$ cat src/rtl/bus_arbiter.sv
// bus_arbiter: merges the fetch and load/store ports onto one bus master.
// One transfer in flight at a time; the data phase is guarded by a timeout.
module bus_arbiter #(
    parameter bit          ROUND_ROBIN = 1'b1,
    parameter int unsigned TIMEOUT     = 255
) (
    input  logic        clk,
    input  logic        rst,
    input  logic        i_valid,
    input  logic [31:0] i_address,
    output logic        i_done,
    output logic [31:0] i_rdata,
    output logic        i_resp,
    input  logic        d_valid,
    input  logic        d_write,
    input  logic [31:0] d_address,
    input  logic [31:0] d_wdata,
    output logic        d_done,
    output logic [31:0] d_rdata,
    output logic        d_resp,
    output logic        m_start,
    output logic        m_write,
    output logic [31:0] m_address,
    output logic [31:0] m_write_data,
    input  logic [31:0] m_read_data,
    input  logic        m_response,
    input  logic        m_ready
);

    typedef enum logic [1:0] {
        S_IDLE = 2'd0,
        S_ADDR = 2'd1,
        S_DATA = 2'd2
    } state_t;

    localparam logic PORT_I     = 1'b0;
    localparam logic PORT_D     = 1'b1;
    localparam logic RESP_OKAY  = 1'b0;
    localparam logic RESP_ERROR = 1'b1;
    // TIMEOUT is limited to 256 so the final count fits the 8-bit counter
    localparam logic [7:0] CNT_LAST =
        8'((TIMEOUT == 0) ? 0 : TIMEOUT - 1);

    state_t      r_state;
    logic        r_owner;
    logic        r_last;
    logic [7:0]  r_cnt;
    logic        r_i_done;
    logic [31:0] r_i_rdata;
    logic        r_i_resp;
    logic        r_d_done;
    logic [31:0] r_d_rdata;
    logic        r_d_resp;
    logic        r_m_start;
    logic        r_m_write;
    logic [31:0] r_m_address;
    logic [31:0] r_m_wdata;

    logic        w_any;
    logic        w_pick;
    logic        w_timeout;
    logic        w_finish;
    logic [31:0] w_rdata;
    logic        w_resp;

    // Pick the winner and decode how the data phase ends
    always_comb begin
        w_any  = i_valid | d_valid;
        w_pick = d_valid ? PORT_D : PORT_I;
        if (i_valid && d_valid) begin
            w_pick = ROUND_ROBIN ? ~r_last : PORT_D;
        end
        w_timeout = (TIMEOUT != 0) && (r_cnt == CNT_LAST);
        w_finish  = m_ready | w_timeout;
        w_rdata   = m_ready ? m_read_data : 32'd0;
        w_resp    = m_ready ? m_response : RESP_ERROR;
    end

    // Transfer sequencer: IDLE grants, ADDR strobes start, DATA waits
    always_ff @(posedge clk) begin
        if (rst) begin
            r_state     <= S_IDLE;
            r_owner     <= PORT_I;
            r_last      <= PORT_D;
            r_cnt       <= 8'd0;
            r_i_done    <= 1'b0;
            r_i_rdata   <= 32'd0;
            r_i_resp    <= RESP_OKAY;
            r_d_done    <= 1'b0;
            r_d_rdata   <= 32'd0;
            r_d_resp    <= RESP_OKAY;
            r_m_start   <= 1'b0;
            r_m_write   <= 1'b0;
            r_m_address <= 32'd0;
            r_m_wdata   <= 32'd0;
        end else begin
            r_i_done <= 1'b0;
            r_d_done <= 1'b0;
            unique case (r_state)
                S_IDLE: begin
                    if (w_any) begin
                        r_owner   <= w_pick;
                        r_last    <= w_pick;
                        r_m_start <= 1'b1;
                        r_state   <= S_ADDR;
                        if (w_pick == PORT_D) begin
                            r_m_write   <= d_write;
                            r_m_address <= d_address;
                            r_m_wdata   <= d_write ? d_wdata : 32'd0;
                        end else begin
                            r_m_write   <= 1'b0;
                            r_m_address <= i_address;
                            r_m_wdata   <= 32'd0;
                        end
                    end
                end
                S_ADDR: begin
                    r_m_start <= 1'b0;
                    r_cnt     <= 8'd0;
                    r_state   <= S_DATA;
                end
                S_DATA: begin
                    if (w_finish) begin
                        r_state <= S_IDLE;
                        if (r_owner == PORT_D) begin
                            r_d_done  <= 1'b1;
                            r_d_rdata <= w_rdata;
                            r_d_resp  <= w_resp;
                        end else begin
                            r_i_done  <= 1'b1;
                            r_i_rdata <= w_rdata;
                            r_i_resp  <= w_resp;
                        end
                    end else begin
                        r_cnt <= r_cnt + 8'd1;
                    end
                end
                default: begin
                    r_state <= S_IDLE;
                end
            endcase
        end
    end

    assign i_done       = r_i_done;
    assign i_rdata      = r_i_rdata;
    assign i_resp       = r_i_resp;
    assign d_done       = r_d_done;
    assign d_rdata      = r_d_rdata;
    assign d_resp       = r_d_resp;
    assign m_start      = r_m_start;
    assign m_write      = r_m_write;
    assign m_address    = r_m_address;
    assign m_write_data = r_m_wdata;

endmodule

$ cat config.mk
export PLATFORM = sky130hd
export DESIGN_NAME = bus_arbiter
export DESIGN_NICKNAME = d
export VERILOG_FILES = /design/src/rtl/bus_arbiter.sv
export SDC_FILE = /design/constraint.sdc
export NUM_CORES = 1
export LEC_CHECK = 0
export BUFFER_PORTS_ARGS = -buffer_cell sky130_fd_sc_hd__buf_4
export CELL_PAD_IN_SITES_DETAIL_PLACEMENT = 0
export CELL_PAD_IN_SITES_GLOBAL_PLACEMENT = 1
export CORE_MARGIN = 3
export CORE_UTILIZATION = 37
export CTS_BUF_LIST = sky130_fd_sc_hd__clkbuf_4
export CTS_CLUSTER_SIZE = 14
export DETAILED_ROUTE_END_ITERATION = 10
export GPL_TIMING_DRIVEN = 1
export HOLD_SLACK_MARGIN = 0.08
export PLACE_DENSITY_LB_ADDON = 0.1
export REMOVE_ABC_BUFFERS = 1
export SLEW_MARGIN = 10
export SYNTH_ARGS = -nofsm -noshare
export SYNTH_HDL_FRONTEND = slang
export SYNTH_SLANG_ARGS = --single-unit
$ cat constraint.sdc
create_clock -name clk -period 2.7 [get_ports clk]
set_input_delay 0.405 -clock clk [delete_from_list [all_inputs] [get_ports clk]]
set_output_delay 0.405 -clock clk [all_outputs]
set_load 0.1 [all_outputs]
# Yosys cells after proc, flatten, opt, wreduce, memory -nomap -nowiden
# Cells that the tools add are included.
[word_totals]
word_cells = 55
output_inout_bits = 134
in_bits = 135
regBits = 146
[classes]
eq_ne = 6
n_bitwise = 6
n_mux = 17
reduce_logical = 11
addsub = 1
[ops]
columns = ["cell", "n"]
rows = [
  ["32-bit two-way mux", 4],
  ["8-bit one-hot mux with 2 select lines", 1],
  ["8-bit by 1-bit adder with 8-bit output, second input constant", 1],
  ["8-bit == test, second input constant", 1],
  ["8-bit two-way mux", 1],
  ["2-bit AND reduction", 4],
  ["1-bit two-way mux", 7],
  ["2-bit inequality test, second input constant", 3],
  ["2-bit one-hot mux with 3 select lines", 1],
  ["3-bit AND reduction", 2],
  ["2-bit two-way mux", 2],
  ["1-bit NOT", 4],
  ["2-bit nonzero test", 2],
  ["3-bit OR reduction", 1],
  ["2-bit by 1-bit == test with 1-bit output, second input constant", 1],
  ["2-bit == test, second input constant", 1],
  ["2-bit logical NOT", 1],
  ["1-bit bitwise OR", 2],
  ["1-bit one-hot mux with 2 select lines", 1],
  ["1-bit logical AND", 1],
]

# Longest topological paths before layout
[depth]
ltp_word = 4
depth_mapped = 8
mapped_depth_nobuf = 6

# Worst setup path after synthesis
# OpenSTA, ideal clock, no wires.
[synth_path]
path_type = "register -> register"
from = "reg r_cnt[0]"
to = "reg r_cnt[6]"
slack_ps = 867
t_required_ps = 2626
t_arrival_ps = 1758
path_stages_with_launch = 8
setup_time_ps = 74
n_path_buf = 1
period_less_slack_ps = 1833
cell_sequence = "dfxtp_1 -> inv_1 -> ha_1 -> and3_4 -> a21o_1 -> buf_6 -> or4b_1 -> a31oi_1"
[synth_via]
elab_chain_len = 4
elab_cells_between_ends = 7
cone_classes = "1 x add/sub; 2 x eq/ne; 2 x mux; 1 x bitwise; 1 x reduce/logical"
[synth_lines]
columns = ["element", "line_no", "text"]
rows = [
  ["from (decl)", "47", "logic [7:0] r_cnt;"],
  ["from (signal assigned)", "135", "r_cnt <= r_cnt + 8'd1;"],
  ["parallel branches: the longest is 4 deep, another holds 8-bit by 1-bit adder with 8-bit output", "-", ""],
]
# Several ways; the timed one is not identified. The select of a mux whose other input is x is not followed.
# A chain may end at the register's enable or synchronous reset.

# Final worst setup path
[layout_path]
from = "reg r_cnt[0]"
to = "reg r_i_rdata[5] (netlist: i_rdata[5])"
[layout_via]
elab_chain_len = 3
[layout_lines]
columns = ["element", "line_no", "text"]
rows = [
  ["8-bit == test", "73", "w_timeout = (TIMEOUT != 0) && (r_cnt == CNT_LAST);"],
  ["1-bit bitwise OR", "74", "w_finish = m_ready | w_timeout;"],
  ["3-bit AND reduction (no line)", "-", ""],
  ["to (signal assigned)", "131", "r_i_rdata <= w_rdata;"],
  ["to (decl)", "49", "logic [31:0] r_i_rdata;"],
]
# Every way passes these cells.

==> flow_metrics.tcl <==
set metrics [dict create \
    outcome "finished, final reports clean" \
    critPathArrivalTime_ns 2.52 \
    ioPinCount 269 \
    ctsLongestPathBuffers 2 \
    crit_path_end_kind "register" \
    fmax_mhz 484 \
    synth-compound-area-share 0.240 \
    cts_made_buffers 17 \
    internal_power_mw 3.32 \
    post_cts_resized 0 \
    setup_viol 0 \
    synth_top_area_frac 0.535 \
    hold_viol 0 \
    clk_pin_slew_ns 0.12 \
    die_w_um 128 \
    synth_area_leaders "dfxtp_1 53%, mux2i_1 6.8%, a32o_1 5.9%, a211oi_1 5.1%, o2bb2ai_1 5.0%" \
    grt_max_degree 47 \
    die_h_um 128 \
    setup-tns-final_ns 0 \
    r2r_end "i_rdata[5]" \
    cts_setup_buffers 0 \
    worstHoldPathType "input port to register" \
    drt-vias-per-instance 5.13 \
    path_cells "inv_1 > ha_1 > and3_4 > a21o_1 > a21oi_2 > buf_4 > a32o_1" \
    initial_core_util 0.386 \
    ant_nets 0 \
    yosys.area_share.xor_xnor 0 \
    ff2ff_path_depth 7 \
    cts_tree "yes" \
    cp-start-kind "register" \
    p_seq_frac 0.448 \
    async_flop_share 0 \
    wl_per_cell_um 16.9 \
    yosys_register_bits 146 \
    synth_warnings 0 \
    synth_ff_type "dfxtp_1" \
    synthAdderAreaFrac 0.00458 \
    clock_latency_ns 0.52 \
    fin_crit_sh 0.765 \
    drt_iter0_drc 261 \
    min-delay-start "d_wdata[26]" \
    vias 5360 \
    r2r-start "r_cnt[0]" \
    crit_type "register to register" \
    layout-drive-gt1-share 0.371 \
    yosys.area_share.simple 0.109 \
    drv_slew 0 \
    placementRows 43 \
    max-cap-violations 0 \
    dpl.hpwl_um 12300 \
    synth_top_area_cell "dfxtp_1" \
    synthMuxAreaShare 0.0677 \
    port_buffers 268 \
    p_switching_mw 1.84 \
    yosysSeqAreaShare 0.535 \
    yosysUniqueCellTypes 45 \
    synth_top_family_by_area "compound AO/OA/AOI/OAI gates" \
    grtUsageTotal 0.212 \
    area_growth_pct 55.9 \
    cp_max_fo 31 \
    finalNonFillerCells 1044 \
    dp.cells 950 \
    antenna_found_initial 2 \
    power_frac_comb 0.280 \
    grt_pass1_vias 5422 \
    overflow 0 \
    hold-path-cell-count 3 \
    rsz0062_at_grt "false" \
    synth_common_cells "146 x dfxtp_1, 72 x nor2_1, 39 x nand2_1" \
    place_congestion 0.825 \
    critical_path_required_ns 3.15 \
    skew_ns 0.0179 \
    slew_headroom 0.180 \
    grt_first_pass_wirelength_um 27300 \
    drc 0 \
    powerDensity_mw_per_mm2 605 \
    syn-cell-area_mm2 0.00547 \
    cts_max_level 4 \
    clkPwrFrac 0.273 \
    crit_path_max_incr_delay_ns 0.45 \
    vdd_drop_max_uv 281 \
    switching_share 0.357 \
    min_period_ns 2.06 \
    syn_inst 541 \
    cp-startpoint "r_cnt[0]" \
    core_area_mm2 0.0141 \
    regToRegSetupSlack_ns 0.64 \
    clockRootBuffer "clkbuf_4" \
    whs_endpoint "m_write_data[26]" \
    cellLeakagePower_nw 3.70 \
    drt_first_pass_iters 6 \
    yosysMostFrequentCell "dfxtp_1" \
    die_area_mm2 0.0163 \
    nets 987 \
    tightestPinTransition_ns 1.23 \
    drt_wl_total_um 17600 \
    cts.sink_count 146 \
    slowest_stage "dfxtp_1" \
    synth_edf_count 0 \
    avgSynthCellArea_um2 10.1 \
    cts-hold-fix-buffers 60 \
]
==> metrics by stage <==
| stage | hold slack, ns | utilization | power [mW] | area, µm² | worst slack, ns |
|---|---|---|---|---|---|
| floorplan | 0.474 | - | 3.29 | 5240 | -2.46 |
| global placement | 0.448 | 0.538 | 3.72 | 7620 | 0.684 |
| detailed placement | 0.449 | 0.538 | 3.73 | 7620 | 0.613 |
| CTS | 0.0807 | 0.601 | 5.21 | 8510 | 0.619 |
| global route | 0.143 | 0.603 | 5.39 | 8530 | 0.453 |
| finish | 0.152 | 0.603 | 5.16 | 8530 | 0.635 |
==> power by group through the flow <==
stage | clock (mW) | combinational, mW | sequential [mW]
finish | 1.41 | 1.44 | 2.31
global route | 1.55 | 1.52 | 2.32
CTS | 1.46 | 1.45 | 2.31
detailed placement | 0 | 1.38 | 2.36
global placement | 0 | 1.37 | 2.35
floorplan | 0 | 0.280 | 3.01
==> logic make-up (layout without fill, tap and decap cells) <==
logic type                 Yosys count  count (layout)
AOI/OAI and AO/OA                  163             163
DFF                                146             146
and+or+nand+nor                    138             138
buffers and inverters               55             376
muxes                               37              37
adders and majority gates            2               2
other                                0               2
==> sequential cells by signal (all words and copies together) (netlist names) <==
| name | cells |
|---|---|
| m_write | 1 |
| m_address | 32 |
| m_start | 1 |
| i_rdata | 32 |
| m_write_data | 32 |
| r_state | 2 |
| i_done | 1 |
| r_owner | 1 |
| d_rdata | 32 |
| i_resp | 1 |
| r_cnt | 8 |
| d_resp | 1 |
| r_last | 1 |
| d_done | 1 |
==> critical path: cells and delay by family (launching register included) <==
kind            cells  cell delay [ns]
fa+ha+maj           1             0.20
buf+inv             2             0.46
compound gates      3             0.68
flops               1             0.45
simple gates        1             0.19
==> routing by layer <==
layer | vias to the layer above | track usage | wire (µm)
li1 | 2633 | - | -
met1 | 2487 | 0.232 | 6890
met2 | 214 | 0.361 | 8700
met3 | 26 | 0.0815 | 1550
met4 | 0 | 0.0984 | 462
met5 | - | 0 | 0
==> area by class of cell <==
type,instances,area [µm²]
repair buffers,342,2750
clock buffers,17,128
diodes,2,5.00
multi-input cells,340,2320
fillers,1179,5620
clock inverters,14,164
inverters,3,11.3
flip-flops and latches,146,2920
well taps,180,225
==> how the worst max path moves through the flow <==
stage                       endpoint  slack [ns]  depth (start not counted)
floorplan            m_write_data[0]       -2.46                          4
global placement    m_write_data[14]        0.68                          5
detailed placement  m_write_data[25]        0.61                          5
CTS                  m_write_data[6]        0.62                          4
global route         m_write_data[6]        0.45                          4
finish                    i_rdata[5]        0.64                          7
==> layout by cell type (no fill, tap or decap), types with 3 or more instances in the layout <==
cell type	synthesis	final
a22oi_1	33	33
a21oi_1	10	9
nand2b_1	3	3
mux2i_1	37	37
clkinvlp_4	0	4
and3_1	4	4
o21ai_0	5	5
nor2b_1	5	5
a211oi_1	37	37
o311ai_0	3	3
a32o_1	32	32
bufinv_16	0	3
clkbuf_4	0	17
dlygate4sd3_1	0	61
dfxtp_1	146	146
buf_4	1	279
o2bb2ai_1	31	31
nor2_1	72	72
nand2_1	39	39
Note: power is estimated with default switching activity, not from simulation.
